===== config.mk =====
export PLATFORM = sky130hd
export DESIGN_NAME = serial_add_ctrl
export DESIGN_NICKNAME = d
export VERILOG_FILES = /design/src/rtl/serial_add_ctrl.sv
export SDC_FILE = /design/constraint.sdc
export NUM_CORES = 1
export LEC_CHECK = 0
export ABC_AREA = 1
export CAP_MARGIN = 30
export CORE_MARGIN = 1.5
export CORE_UTILIZATION = 35
export CTS_BUF_LIST = sky130_fd_sc_hd__clkbuf_4 sky130_fd_sc_hd__clkbuf_8
export CTS_CLUSTER_DIAMETER = 150
export CTS_CLUSTER_SIZE = 10
export DETAILED_ROUTE_END_ITERATION = 7
export GPL_ROUTABILITY_DRIVEN = 0
export SLEW_MARGIN = 0
export SYNTH_ARGS = -nofsm -noshare
export SYNTH_HDL_FRONTEND = slang
export SYNTH_SLANG_ARGS = --single-unit

===== constraint.sdc =====
create_clock -name clock -period 1.2 [get_ports clock]
set_input_delay 0.12 -clock clock [delete_from_list [all_inputs] [get_ports clock]]
set_output_delay 0.12 -clock clock [all_outputs]
set_load 0.01 [all_outputs]

===== src/rtl/serial_add_ctrl.sv =====
// Bit-serial add/subtract controller: one full-adder slice, LSB first.
// Subtract support is enabled by defining SERIAL_ADD_SUB_EN.
module serial_add_ctrl #(
  parameter int WIDTH = 32
) (
  input  logic             clock,
  input  logic             reset,
  input  logic             in_valid,
  output logic             in_ready,
  input  logic [WIDTH-1:0] data_operandA,
  input  logic [WIDTH-1:0] data_operandB,
  input  logic             ctrl_sub,
  output logic             out_valid,
  input  logic             out_ready,
  output logic [WIDTH-1:0] data_result,
  output logic             overflow,
  output logic             carry_out
);

  localparam int CW = $clog2(WIDTH);

  typedef enum logic [1:0] {
    IDLE = 2'd0,
    RUN  = 2'd1,
    DONE = 2'd2
  } state_t;

  state_t           r_state;
  state_t           w_next;
  logic [WIDTH-1:0] r_a;
  logic [WIDTH-1:0] r_b;
  logic [WIDTH-1:0] r_res;
  logic [CW-1:0]    r_cnt;
  logic             r_carry;
  logic             r_ovf;
  logic             r_cout;

  logic [WIDTH-1:0] w_b_ld;
  logic             w_c0;
  logic             w_sum;
  logic             w_cy;
  logic             w_last;

`ifdef SERIAL_ADD_SUB_EN
  assign w_b_ld = ctrl_sub ? ~data_operandB : data_operandB;
  assign w_c0   = ctrl_sub;
`else
  logic w_unused_sub;
  assign w_unused_sub = ctrl_sub;
  assign w_b_ld = data_operandB;
  assign w_c0   = 1'b0;
`endif

  assign w_sum  = r_a[0] ^ r_b[0] ^ r_carry;
  assign w_cy   = (r_a[0] & r_b[0]) | ((r_a[0] ^ r_b[0]) & r_carry);
  assign w_last = (r_cnt == CW'(WIDTH - 1));

  // Handshake outputs depend only on state (and reset holding off accepts).
  assign in_ready    = (r_state == IDLE) & ~reset;
  assign out_valid   = (r_state == DONE);
  assign data_result = r_res;
  assign overflow    = r_ovf;
  assign carry_out   = r_cout;

  always_comb begin
    w_next = r_state;
    unique case (r_state)
      IDLE: if (in_valid) w_next = RUN;
      RUN:  if (w_last) w_next = DONE;
      DONE: if (out_ready) w_next = IDLE;
      default: w_next = IDLE;
    endcase
  end

  always_ff @(posedge clock) begin
    if (reset) begin
      r_state <= IDLE;
      r_a     <= '0;
      r_b     <= '0;
      r_res   <= '0;
      r_cnt   <= '0;
      r_carry <= 1'b0;
      r_ovf   <= 1'b0;
      r_cout  <= 1'b0;
    end else begin
      r_state <= w_next;
      unique case (r_state)
        IDLE: begin
          if (in_valid) begin
            r_a     <= data_operandA;
            r_b     <= w_b_ld;
            r_carry <= w_c0;
            r_cnt   <= '0;
          end
        end
        RUN: begin
          r_a     <= r_a >> 1;
          r_b     <= r_b >> 1;
          r_carry <= w_cy;
          r_cnt   <= r_cnt + CW'(1);
          // First edge starts a fresh result; old one stays visible until now.
          if (r_cnt == '0)
            r_res <= {w_sum, {(WIDTH-1){1'b0}}};
          else
            r_res <= {w_sum, r_res[WIDTH-1:1]};
          if (w_last) begin
            r_cout <= w_cy;
            r_ovf  <= r_carry ^ w_cy;
          end
        end
        default: ;
      endcase
    end
  end

endmodule

==> results.sh <==
export IMPL_status="complete, but fails checks"
export IMPL_violations="negative setup slack"
export IMPL_power_density_nw_per_um2=1111
export IMPL_wirelength_um=16650
export IMPL_cp_slowest_stage_delay_ps=390
export IMPL_syn_inst=738
export IMPL_peakVddDrop_mv=1.178
export IMPL_cts_tree="yes"
export IMPL_syn_to_final_growth_pct=76.52
export IMPL_grt_usage=0.2206
export IMPL_finalHoldViolCount=0
export IMPL_cts_sinks=106
export IMPL_grt_pass1_vias=5374
export IMPL_drv_cap=0
export IMPL_hold_path_end="r_state[0]"
export IMPL_timing_final_ws_setup_ps=-186.2
export IMPL_grt_first_pass_wirelength_um=25320
export IMPL_drt_first_pass_iters=4
export IMPL_ff_latch_area_um2=2152
export IMPL_ys_async_sr_fraction=0
export IMPL_p_total_uw=9473
export IMPL_die_y_um=120.5
export IMPL_reg2regPathDepth=9
export IMPL_final_area_um2=8523
export IMPL_min_path_type="in2reg"
export IMPL_cts_buffer_depth=2
export IMPL_critPathLaunchType="flip-flop"
export IMPL_rsz0062_at_grt="true"
export IMPL_yosysWarnings=0
export IMPL_viasPerCell=4.891
export IMPL_synth_largest_area_cell="dfxtp_1"
export IMPL_tightest_slew_ps=464.2
export IMPL_nFillCells=1109
export IMPL_grt_max_degree=41
export IMPL_crit_chain="buf_6 -> nor2_4 -> buf_12 -> buf_12 -> clkbuf_16 -> nand2_4 -> nand2_2 -> nor2_1 -> nor2_1"
export IMPL_whs_path_depth=3
export IMPL_endpoint_kind="flip-flop"
export IMPL_arrival_ps=1660
export IMPL_h_tree_depth=3
export IMPL_die_x_um=120.5
export IMPL_drc_errors=0
export IMPL_syn_area_um2=4828
export IMPL_critPathRequiredTime_ps=1470
export IMPL_min_from="reset"
export IMPL_antenna_cells=0
export IMPL_relSlewSlack=0.6905
export IMPL_r2r_slack_ps=-190
export IMPL_multi_input_area_um2=3077
export IMPL_synth_top_area_share=0.4395
export IMPL_avgSynthCellArea_um2=6.543
export IMPL_globalRouteOverflowTotal=0
export IMPL_synth_edf_count=0
export IMPL_drive_above_1_share=0.3849
export IMPL_period_share=1.155
export IMPL_ant_nets=0
export IMPL_drtIter0Drc=232
export IMPL_portBuffers=103
export IMPL_placed_area_um2=6265
export IMPL_cellLeakagePower_uw=0.003972
export IMPL_max_clock_freq_mhz=721.4
export IMPL_placeableCoreArea_um2=13350
export IMPL_yosys_most_used_dff="dfxtp_1"
export IMPL_ys_seq_area_frac=0.4395
export IMPL_start_util=0.3617
export IMPL_dp_hpwl_um=8167
export IMPL_rows=42
export IMPL_numCtsBuffers=9
export IMPL_wl_per_cell_um=15.49
export IMPL_period_minus_slack_ps=1386
export IMPL_path_max_fanout=5
export IMPL_r2r_end="r_b[28]"
export IMPL_ctsHoldBuffers=0
export IMPL_critPathSlowestCell="dfxtp_4"
export IMPL_synth_cell_types=18
export IMPL_path_clk_slew_ps=100
export IMPL_ios=105
export IMPL_cts_root_buffer="clkbuf_8"
export IMPL_setup_viol=107
export IMPL_synth_area_leaders="dfxtp_1, nand2_1, nand3_1, nor2_1, inv_1"
export IMPL_r2r_start="r_state[1]"
export IMPL_finalNetCount=967
export IMPL_slew_violations=0
export IMPL_vias=5258
export IMPL_synth_seq_cells=106
export IMPL_die_area_um2=14510
export IMPL_syn_nets=811
export IMPL_final_setup_skew_ps=13.12
export IMPL_synth_most_common_cell="nand2_1"
export IMPL_antenna_found_initial=0
export IMPL_synth_common_cells="nand2_1, nor2_1, dfxtp_1"
export IMPL_clk_latency_ps=390
export IMPL_path_class="reg2reg"
[cell usage in the layout, fill, tap and decap left out, drive strengths merged]
| master | synthesis | routed |
|---|---|---|
| nand2 | 180 | 180 |
| nor2 | 135 | 135 |
| dfxtp | 106 | 106 |
| nand3 | 105 | 105 |
| buf | 35 | 93 |
| inv | 76 | 76 |
| clkdlybuf4s50 | 0 | 65 |
| a21oi | 43 | 43 |
| o21ai | 36 | 36 |
| clkbuf | 16 | 22 |
| dlygate4sd2 | 0 | 16 |
| clkdlybuf4s15 | 0 | 11 |
| bufinv | 0 | 4 |
| ha | 3 | 3 |
| nor3 | 2 | 2 |
| fa | 1 | 1 |
| clkinv | 0 | 1 |
[worst max-delay path by stage]
stage	from	to	cells after the start
2_1_floorplan	r_cnt[0]	carry_out	8
3_3_place_gp	r_state[0]	in_ready	2
3_5_place_dp	r_state[0]	in_ready	2
4_1_cts	r_state[1]	r_a[24]	10
5_1_grt	r_state[1]	r_cnt[3]	9
6_report	r_state[1]	r_b[28]	9
[worst max-delay path, delay by kind of cell (launching register included)]
family,cells,cell delay (ps)
buffers and inverters,4,570
flip-flops,1,390
AND/OR/NAND/NOR,5,310
[state kept, by name, summed over array words and instances (netlist names)]
| name | cells |
|---|---|
| carry_out | 1 |
| data_result | 32 |
| overflow | 1 |
| r_a | 32 |
| r_b | 32 |
| r_carry | 1 |
| r_cnt | 5 |
| r_state | 2 |
[routing by layer]
metal / global-route usage / wire, µm / up-vias
met4: 0.09191 / 439 / 0
met5: 0 / 0 / -
li1: - / - / 2619
met2: 0.3871 / 8647 / 119
met1: 0.2529 / 6751 / 2480
met3: 0.05849 / 810 / 40
[cell families after synthesis]
| kind of cell | count (synthesis) | synth area share |
|---|---|---|
| buffers and inverters | 127 | 0.1088 |
| AND/OR/NAND/NOR | 422 | 0.3579 |
| adder cells (fa/ha/maj) | 4 | 0.01192 |
| flip-flops | 106 | 0.4395 |
| AO/OA/AOI/OAI | 79 | 0.08189 |
[final cells by class]
class,instances,share of cell area
Inverter,76,0.03553
Tap cell,176,0.02584
Sequential cell,106,0.2525
Multi-Input combinational cell,505,0.3610
Clock buffer,11,0.01703
Clock inverter,5,0.01468
Timing Repair Buffer,196,0.2935
[where the power goes]
part | leakage [µW] | total, µW | internal (µW) | switching, µW
clock | 0.000137 | 2930 | 1670 | 1260
combinational | 0.00296 | 2570 | 1360 | 1200
sequential | 0.000879 | 3970 | 3760 | 210
total | 0.00397 | 9470 | 6800 | 2670
[through the flow]
| stage | util | hold WS (ps) | setup slack [ps] | instances | setup TNS, ps |
|---|---|---|---|---|---|
| floorplan | - | 285.2 | -2.335 | 738 | -2.335 |
| global placement | 0.4693 | 449.9 | -148.5 | 1003 | -1403 |
| detailed placement | 0.4693 | 456.5 | -159.8 | 1003 | -4072 |
| CTS | 0.6112 | 107.1 | -167.7 | 1078 | -9656 |
| global route | 0.6385 | 176.8 | -258.8 | 1075 | -18230 |
| finish | 0.6385 | 173.8 | -186.2 | 1075 | -12980 |
[what timing repair did]
| item | in CTS | in global routing |
|---|---|---|
| gates cloned | 24 | 5 |
| setup endpoints to repair | 138 | 135 |
| buffers inserted | 35 | 4 |
| gates resized for setup | 281 | 167 |
| pin swaps | 66 | 75 |
Power figures use the tool's default switching activity.
